--- src/rtl/pkt_read_sequencer_if.sv ---
// Bundle of the sequencer's scheduler, SRAM read-side and framed output signals.
// master: seen from pkt_read_sequencer.
// slave : seen from the environment (scheduler, SRAM, downstream).
//   req_*          descriptor handshake from the port scheduler
//   out_hold       downstream pause, honoured at page boundaries
//   rd_*           page-down strobe, page address, jump-table and slice data
//   out_*          framed 16-bit slice stream with sop/eop
//   err_runaway    pulse when the page-count guard aborts a packet
//   busy           sequencer is not idle
interface pkt_read_sequencer_if;
  logic        req_valid;
  logic        req_ready;
  logic [11:0] req_head;
  logic [11:0] req_tail;
  logic [2:0]  req_last_batch;
  logic        out_hold;
  logic        rd_page_down;
  logic [3:0]  rd_sram;
  logic [7:0]  rd_page;
  logic [11:0] rd_next_page;
  logic [15:0] rd_xfer_data;
  logic        out_valid;
  logic [15:0] out_data;
  logic        out_sop;
  logic        out_eop;
  logic        err_runaway;
  logic        busy;

  modport master (
    input  req_valid, req_head, req_tail, req_last_batch, out_hold,
           rd_next_page, rd_xfer_data,
    output req_ready, rd_page_down, rd_sram, rd_page,
           out_valid, out_data, out_sop, out_eop, err_runaway, busy
  );

  modport slave (
    output req_valid, req_head, req_tail, req_last_batch, out_hold,
           rd_next_page, rd_xfer_data,
    input  req_ready, rd_page_down, rd_sram, rd_page,
           out_valid, out_data, out_sop, out_eop, err_runaway, busy
  );
endinterface

--- src/rtl/pkt_read_sequencer.sv ---
// Drains one queued packet from the SRAM page store, page by page, following
// the jump-table chain from head to tail, and frames the slice stream.
// Ports:
//   clk, rst_n  system clock, asynchronous active-low reset
//   bus         pkt_read_sequencer_if.master (descriptor in, SRAM read side,
//               framed output, err_runaway, busy)
//
// state    | meaning
// ---------+-----------------------------------------------------------------
// S_IDLE   | waiting for a descriptor, req_ready high
// S_ISSUE  | page-down for cur pending (first page, or boundary without hold)
// S_STREAM | addressing slices 1..7 of the current page
// S_HOLD   | page boundary reached with out_hold high; address still old page
module pkt_read_sequencer #(
  parameter int MAX_PAGES = 32
) (
  input  logic                 clk,
  input  logic                 rst_n,
  pkt_read_sequencer_if.master bus
);

  typedef enum logic [1:0] {S_IDLE, S_ISSUE, S_STREAM, S_HOLD} state_t;

  localparam logic [5:0] MAX_CNT = 6'(MAX_PAGES);

  state_t      state, state_nxt;
  logic [11:0] cur, nxt, tail;
  logic [2:0]  last_batch, batch;
  logic [5:0]  page_cnt;
  logic        first, last_pg, abort_pg;

  logic        v1, sop1, eop1, err1;

  logic [11:0] pd_addr;
  logic [5:0]  cnt_inc;
  logic        page_down, pd_last, pd_abort, pd_done, strm_done;
  logic        addr_fire, sop_a, eop_a, err_a;
  logic [2:0]  end_idx;

  // Leaving HOLD jumps straight to the next page; until then the old page
  // stays on the address lines.
  always_comb begin
    pd_addr   = ((state == S_HOLD) && !bus.out_hold) ? nxt : cur;
    page_down = ((state == S_ISSUE) || (state == S_HOLD)) && !bus.out_hold;
    cnt_inc   = page_cnt + 6'd1;
    pd_last   = (pd_addr == tail) || (cnt_inc == MAX_CNT);
    pd_abort  = (pd_addr != tail) && (cnt_inc == MAX_CNT);
    end_idx   = abort_pg ? 3'd7 : last_batch;
    strm_done = (state == S_STREAM) && last_pg && (batch == end_idx);
    // slice 0 is addressed in the page-down cycle, so last_batch==0 ends there
    pd_done   = page_down && pd_last && !pd_abort && (last_batch == 3'd0);
    addr_fire = page_down || (state == S_STREAM);
    sop_a     = page_down && first;
    eop_a     = pd_done || strm_done;
    err_a     = strm_done && abort_pg;
  end

  always_comb begin
    state_nxt = state;
    case (state)
      S_IDLE:   if (bus.req_valid) state_nxt = S_ISSUE;
      S_ISSUE,
      S_HOLD:   if (page_down) state_nxt = pd_done ? S_IDLE : S_STREAM;
      S_STREAM: begin
        if (strm_done)            state_nxt = S_IDLE;
        else if (batch == 3'd7)   state_nxt = bus.out_hold ? S_HOLD : S_ISSUE;
      end
      default:  state_nxt = S_IDLE;
    endcase
  end

  always_ff @(posedge clk or negedge rst_n) begin
    if (!rst_n) begin
      state      <= S_IDLE;
      cur        <= '0;
      nxt        <= '0;
      tail       <= '0;
      last_batch <= '0;
      batch      <= '0;
      page_cnt   <= '0;
      first      <= 1'b0;
      last_pg    <= 1'b0;
      abort_pg   <= 1'b0;
    end else begin
      state <= state_nxt;
      case (state)
        S_IDLE: begin
          if (bus.req_valid) begin
            cur        <= bus.req_head;
            tail       <= bus.req_tail;
            last_batch <= bus.req_last_batch;
            page_cnt   <= '0;
            first      <= 1'b1;
          end
        end
        S_ISSUE,
        S_HOLD: begin
          if (page_down) begin
            cur      <= pd_addr;
            batch    <= 3'd1;
            page_cnt <= cnt_inc;
            first    <= 1'b0;
            last_pg  <= pd_last;
            abort_pg <= pd_abort;
          end
        end
        S_STREAM: begin
          if (batch != 3'd7) batch <= batch + 3'd1;
          // jump-table output is valid from the cycle after page-down
          if (batch == 3'd1) nxt <= bus.rd_next_page;
          if (!strm_done && (batch == 3'd7) && !bus.out_hold) cur <= nxt;
        end
        default: ;
      endcase
    end
  end

  // Slice k is addressed at P+k, arrives at P+1+k, and is presented at P+2+k.
  always_ff @(posedge clk or negedge rst_n) begin
    if (!rst_n) begin
      v1              <= 1'b0;
      sop1            <= 1'b0;
      eop1            <= 1'b0;
      err1            <= 1'b0;
      bus.out_valid   <= 1'b0;
      bus.out_data    <= '0;
      bus.out_sop     <= 1'b0;
      bus.out_eop     <= 1'b0;
      bus.err_runaway <= 1'b0;
    end else begin
      v1              <= addr_fire;
      sop1            <= sop_a;
      eop1            <= eop_a;
      err1            <= err_a;
      bus.out_valid   <= v1;
      bus.out_sop     <= sop1;
      bus.out_eop     <= eop1;
      bus.err_runaway <= err1;
      if (v1) bus.out_data <= bus.rd_xfer_data;
    end
  end

  assign bus.req_ready    = (state == S_IDLE);
  assign bus.busy         = (state != S_IDLE);
  assign bus.rd_page_down = page_down;
  assign bus.rd_sram      = pd_addr[11:8];
  assign bus.rd_page      = pd_addr[7:0];

endmodule

--- src/flat_wrapper.sv ---
// flat-port wrapper written by rule: the top's interface ports become plain ports
module pkt_read_sequencer_flat 
#(
  parameter int MAX_PAGES = 32
)
  (clk, rst_n, bus_req_valid, bus_req_head, bus_req_tail, bus_req_last_batch, bus_out_hold, bus_rd_next_page, bus_rd_xfer_data, bus_req_ready, bus_rd_page_down, bus_rd_sram, bus_rd_page, bus_out_valid, bus_out_data, bus_out_sop, bus_out_eop, bus_err_runaway, bus_busy);
  pkt_read_sequencer_if bus_i ();
  input  logic clk;
  input  logic rst_n;
  input wire logic [$bits(bus_i.req_valid)-1:0] bus_req_valid;
  input wire logic [$bits(bus_i.req_head)-1:0] bus_req_head;
  input wire logic [$bits(bus_i.req_tail)-1:0] bus_req_tail;
  input wire logic [$bits(bus_i.req_last_batch)-1:0] bus_req_last_batch;
  input wire logic [$bits(bus_i.out_hold)-1:0] bus_out_hold;
  input wire logic [$bits(bus_i.rd_next_page)-1:0] bus_rd_next_page;
  input wire logic [$bits(bus_i.rd_xfer_data)-1:0] bus_rd_xfer_data;
  output wire logic [$bits(bus_i.req_ready)-1:0] bus_req_ready;
  output wire logic [$bits(bus_i.rd_page_down)-1:0] bus_rd_page_down;
  output wire logic [$bits(bus_i.rd_sram)-1:0] bus_rd_sram;
  output wire logic [$bits(bus_i.rd_page)-1:0] bus_rd_page;
  output wire logic [$bits(bus_i.out_valid)-1:0] bus_out_valid;
  output wire logic [$bits(bus_i.out_data)-1:0] bus_out_data;
  output wire logic [$bits(bus_i.out_sop)-1:0] bus_out_sop;
  output wire logic [$bits(bus_i.out_eop)-1:0] bus_out_eop;
  output wire logic [$bits(bus_i.err_runaway)-1:0] bus_err_runaway;
  output wire logic [$bits(bus_i.busy)-1:0] bus_busy;
  assign bus_i.req_valid = bus_req_valid;
  assign bus_i.req_head = bus_req_head;
  assign bus_i.req_tail = bus_req_tail;
  assign bus_i.req_last_batch = bus_req_last_batch;
  assign bus_i.out_hold = bus_out_hold;
  assign bus_i.rd_next_page = bus_rd_next_page;
  assign bus_i.rd_xfer_data = bus_rd_xfer_data;
  assign bus_req_ready = bus_i.req_ready;
  assign bus_rd_page_down = bus_i.rd_page_down;
  assign bus_rd_sram = bus_i.rd_sram;
  assign bus_rd_page = bus_i.rd_page;
  assign bus_out_valid = bus_i.out_valid;
  assign bus_out_data = bus_i.out_data;
  assign bus_out_sop = bus_i.out_sop;
  assign bus_out_eop = bus_i.out_eop;
  assign bus_err_runaway = bus_i.err_runaway;
  assign bus_busy = bus_i.busy;
  pkt_read_sequencer #(.MAX_PAGES(MAX_PAGES)) u_core (.clk(clk), .rst_n(rst_n), .bus(bus_i));
endmodule
--- config.mk ---
export PLATFORM = sky130hd
export DESIGN_NAME = pkt_read_sequencer_flat
export DESIGN_NICKNAME = d
export VERILOG_FILES = /design/src/rtl/pkt_read_sequencer_if.sv /design/src/rtl/pkt_read_sequencer.sv /design/src/flat_wrapper.sv
export SDC_FILE = /design/constraint.sdc
export NUM_CORES = 1
export LEC_CHECK = 0
export ABC_CLOCK_PERIOD_IN_PS = 2100
export CAP_MARGIN = 0
export CORE_MARGIN = 5
export CORE_UTILIZATION = 34
export DETAILED_ROUTE_END_ITERATION = 12
export PLACE_DENSITY = 0.58
export SETUP_SLACK_MARGIN = 0.3
export SLEW_MARGIN = 25
export SYNTH_ARGS = -nofsm -noshare
export SYNTH_HDL_FRONTEND = slang
export SYNTH_SLANG_ARGS = --single-unit
--- constraint.sdc ---
create_clock -name clk -period 2.1 [get_ports clk]
set_input_delay 0.42 -clock clk [delete_from_list [all_inputs] [get_ports clk]]
set_output_delay 0.42 -clock clk [all_outputs]
set_load 0.005 [all_outputs]
# After elaboration in Yosys (flattened, before gate mapping)
# Cells that the tools add are included.
# Widths: inputs -> output; s select.
[totals] regBits=77 elab_cells=90
[classes] addsub=2 eq_ne=15 muxes=22 reduce_logical=32
[op_table] cell="$mux 12" n=4
[op_table] cell="$pmux 12 s3" n=1
[op_table] cell="$eq 12x12->1" n=1
[op_table] cell="$logic_and 1x1->1" n=12
[op_table] cell="$mux 2" n=6
[op_table] cell="$mux 6" n=2
[op_table] cell="$ne 12x12->1" n=1
[op_table] cell="$pmux 6 s2" n=1
[op_table] cell="$reduce_and 3->1" n=4
[op_table] cell="$mux 3" n=3
[op_table] cell="$ne 2x2->1 const B" n=4
[op_table] cell="$add 6x1->6 const B" n=1
[op_table] cell="$eq 6x6->1 const B" n=1
[op_table] cell="$pmux 2 s3" n=1
[op_table] cell="$pmux 3 s2" n=1
[op_table] cell="$reduce_and 2->1" n=3
[op_table] cell="$reduce_bool 2->1" n=3
[op_table] cell="$eq 2x2->1 const B" n=2
[op_table] cell="$logic_or 1x1->1" n=4
[op_table] cell="$add 3x1->3 const B" n=1
[op_table] cell="$eq 3x1->1 const B" n=1
[op_table] cell="$eq 3x3->1" n=1
[op_table] cell="$eq 3x3->1 const B" n=1
[op_table] cell="$logic_not 1->1" n=3
[op_table] cell="other kinds (8)" n=9

# Depth between registers and ports, before layout
[depth] depth_word=11 ltp_mapped=8

# Least setup slack after synthesis
# Ideal clock, no wire load.
[synth_timing] path_kind="reg2reg" from="register u_core.state[0]" to="register u_core.cur[8]" setup_time_ps=125 arrival_ps=1760 t_required_ps=1975 path_slack_ps=215 path_stages_with_launch=8 cell_sequence="dfrtp_1 -> buf_6 -> nand2b_4 -> a2111oi_4 -> a311oi_1 -> nor2_2 -> buf_6 -> mux2_4"
[synth_via] elab_chain_cells=8 word_cells_on_any_way=20 cone_classes="eq/ne: 6; mux: 3; reduce/logical: 11"
[synth_lines] item="from (decl)" line="pkt_read_sequencer.sv:26" text="state_t state, state_nxt;"
[synth_lines] item="from (signal assigned)" line="pkt_read_sequencer.sv:85" text="state <= state_nxt;"
[synth_lines] item="$eq 2x2->1" line="pkt_read_sequencer.sv:49, pkt_read_sequencer.sv:86"
[synth_lines] item="$logic_and 1x1->1 (2 in a row)" line="pkt_read_sequencer.sv:49" text="strm_done = (state == S_STREAM) && last_pg && (batch == end_idx);"
[synth_lines] item="$logic_not 1->1" line="pkt_read_sequencer.sv:111" text="if (!strm_done && (batch == 3'd7) && !bus.out_hold) cur <= nxt;"
[synth_lines] item="$logic_and 1x1->1 (2 in a row)" line="pkt_read_sequencer.sv:111"
[synth_lines] item="$ne 2x2->1 (no line)"
[synth_lines] item="$reduce_and 3->1 (no line)"
[synth_lines] item="to (signal assigned)" line="pkt_read_sequencer.sv:89" text="cur <= bus.req_head;"
[synth_lines] item="to (signal assigned)" line="pkt_read_sequencer.sv:99" text="cur <= pd_addr;"
[synth_lines] item="to (signal assigned)" line="pkt_read_sequencer.sv:111"
[synth_lines] item="to (decl)" line="pkt_read_sequencer.sv:27" text="logic [11:0] cur, nxt, tail;"
# Several ways; a longest one is shown, not always the timed one. The select of a mux whose other input is x is not followed.
# A chain may end at the register's enable or synchronous reset.

# Worst setup path in the final report
[layout_timing] from="register u_core.state[0]" to="output port bus_rd_page[7]"
[layout_via] elab_chain_cells=3
[layout_lines] item="$eq 2x2->1" line="pkt_read_sequencer.sv:43" text="pd_addr = ((state == S_HOLD) && !bus.out_hold) ? nxt : cur;"
[layout_lines] item="$logic_and 1x1->1" line="pkt_read_sequencer.sv:43"
[layout_lines] item="$mux 12" line="pkt_read_sequencer.sv:43"
[layout_lines] item="to (decl)" line="flat_wrapper.sv:20" text="output wire logic [$bits(bus_i.rd_page)-1:0] bus_rd_page;"
# No other way between the ends.

==> results.md <==
- Max-slew violations: 0
- N_diodes: 0
- Mapped cell area: around 0.0038 sq mm
- CP Capture Type: primary output
- Min-Delay Path Class: primary input to async pin
- Nature of the critical path startpoint: register
- Clk pwr share: 17.6%
- Peak VDD IR: between 0.6 and 0.7 mV
- Global-route wire length before repair: 17900 um
- Die Area: 0.0135 sq mm
- Logic pwr share: 51.5%
- R2R depth: 8
- Largest net degree at the start of global routing: 33
- CTS root buf: clkbuf_16
- Insertion delay to the later sink of the worst-skew pair: approximately 330 ps
- Place WS: -424 ps
- Synth unique cells: 53
- Mapped Cells: 378
- Ys async rst share: between 90% and 100%
- HPWL Detailed: 7910 um
- Int Pwr: about 5700 uW
- Seq pwr share: 31.0%
- R2r endpoint: u_core.cur[7]
- Routed WL per cell: around 17 um
- Total CTS buffers: 9
- Crit share post-route: 94.5%
- Synth Flop Type: dfrtp_1
- Layout area overhead: 57.5%
- Drt total wl: 11500 um
- Clock Skews: between 9 and 10 ps
- Worst-margin pin slew: 621 ps
- Nets: 602
- Post-CTS Hold Buffers: 0
- Worst reg2reg startpoint: u_core.state[0]
- EDFF count, synth: 0
- # H-tree levels: 3
- Count of final setup violators: 0
- Die X: 116 um
- Number of max-cap violations: 0
- Die height: between 100 and 150 um
- Clock sink count: 77
- Most frequent cells in the layout: 76 x clkdlybuf4s50_1, 76 x dfrtp_1, 69 x nand2_1
- Worst Path Arrival: 1570 ps
- Reg2Reg Setup Slack: 140 ps
- Clock Tree Buf Depth: 2
- Critical path class: register to primary output
- Clock period minus worst slack: between 1500 and 2000 ps
- Placement Rows: 38
- Final GP Congestion: 0.768
- Post-DRT Antenna Nets: 0
- Syn_nets: between 400 and 500
- Number of global-route vias before repair: 3567
- CP Max Fanout: 4
- Sw frac: 36.1%
- Setup TNS Final: 0 ps
- Clock slew at reported path FFs: 60 ps
- Via density: roughly 5.0
- Initial antenna violation count: 0
- P_sw: around 3200 uW
- Total gr overflow: 0
- TritonCTS clock tree: done
- Initial DRC count: roughly 130
- All-Layer GR Usage: 16.9%
- Seq cells post-synth: 77
- Vias: 3403
- Pwr/cell area: 1490 mW/mm^2
- Max_slew headroom: 58.6%
- Yosys warns: 0
- Finished Layout Cells: between 600 and 700
- I/O Buffers: 93
- Placed insts: 630
- Initial Util: between 30% and 40%
- Crit path required time: 1680 ps
- Status: complete, no violations
- DRT Pass-1 Iters: 4
- Leak: around 0.0028 uW
- Boundary pin count: 94
- PnR Total Power: 8960 uW
- Layout cells sized above 1: 32.4%
- Register area share after synthesis: between 50 and 60%
- Core area: ~0.011 sq mm
- Max Freq: 504 MHz
- Final hold vios: 0
- Drc violations: 0
- Synthesized area per cell: 10.1 sq um
- Final setup margin: 115 ps
- RSZ-0062 raised after global routing: yes
-- Yosys cell counts (3+ instances only) --
library cell / number / share of area, %
nor4_1: 3 / 0.49
nand2b_1: 17 / 2.8
mux2i_1: 14 / 3.7
nand2_1: 78 / 7.7
nand3_1: 7 / 0.92
xnor2_1: 9 / 2.1
buf_2: 3 / 0.39
inv_1: 17 / 1.7
dfrtp_1: 77 / 50
nor2_1: 19 / 1.9
o2bb2ai_1: 3 / 0.69
ha_1: 4 / 1.3
o21ai_0: 20 / 2.6
clkbuf_1: 8 / 0.78
mux2_2: 29 / 8.5
a21oi_1: 14 / 1.8
a32oi_1: 3 / 0.69
o22ai_1: 6 / 0.98
-- logic make-up (layout without fill, tap and decap cells) --
kind of cell | Yosys count | count (layout) | share of synthesized area (%)
multiplexers | 45 | 45 | 13.0
XOR/XNOR | 11 | 11 | 2.52
flip-flops | 77 | 77 | 50.4
adder cells (fa/ha/maj) | 4 | 4 | 1.31
AND/OR/NAND/NOR | 142 | 142 | 17.0
AO/OA/AOI/OAI | 66 | 66 | 12.0
buffers and inverters | 33 | 199 | 3.83
-- worst max-delay path, cell delays in order, from the launching register on --
cell and delay (ps):
dfrtp_1 400, and3b_2 270, buf_6 140, mux2_4 310, buf_6 120
-- power by group through the flow --
stage | clock, uW | sequential, uW | combinational [uW]
after detailed placement | 0 | 2750 | 3630
after global placement | 0 | 2730 | 3580
after floorplan | 0 | 2550 | 2180
after CTS | 1600 | 2750 | 4140
final | 1570 | 2770 | 4610
after global routing | 1660 | 2870 | 5000
-- metrics by stage --
stage	area, sq um	utilization [%]	hold WS [ps]
4_1_cts	5810	53.1	19.1
3_3_place_gp	5140	47.0	335
2_1_floorplan	3840	-	124
6_report	6030	55.1	13.7
3_5_place_dp	5140	47.0	336
5_1_grt	6030	55.1	50.2
-- sequential cells by signal, summed over array words and instances, names as in the netlist, 2 cells and up --
name	count
u_core.bus.out_data	16
u_core.cur	12
u_core.nxt	12
u_core.tail	12
u_core.page_cnt	6
u_core.batch	3
u_core.last_batch	3
u_core.state	2
-- area by class of cell --
| class | instances | area (sq um) |
|---|---|---|
| Sequential cell | 77 | 1930 |
| Inverter | 18 | 68.8 |
| Multi-Input combinational cell | 268 | 2000 |
| Clock inverter | 3 | 43.8 |
| Timing Repair Buffer | 165 | 1550 |
| Tap cell | 140 | 175 |
| Clock buffer | 13 | 260 |
| Fill cell | 994 | 4910 |
-- worst max path at each step --
stage | from | endpoint | slack, ps | cells past startpoint
2_1_floorplan | u_core.batch[2] | u_core.cur[8] | 270 | 6
3_3_place_gp | bus_out_hold | bus_rd_sram[2] | -410 | 5
3_5_place_dp | bus_out_hold | u_core.state[1] | -420 | 8
4_1_cts | u_core.state[1] | bus_rd_page[7] | 120 | 4
5_1_grt | u_core.state[0] | u_core.cur[0] | 30 | 9
6_report | u_core.state[0] | bus_rd_page[7] | 110 | 4
-- what timing repair did --
action	CTS	global route
gates resized for setup	115	40
pin swaps	12	16
endpoints found under the setup margin	36	54
gates cloned	2	1
setup buffers	27	8
-- routing by layer --
layer  vias up  routed length [um]  GRT usage [%]
li1       1631                   -              -
met3        19                 734           3.86
met1      1633                5350           22.9
met2       120                5270           27.2
met4         0                 189           4.41
met5         -                   0              0
Power figures use the tool's default switching activity.
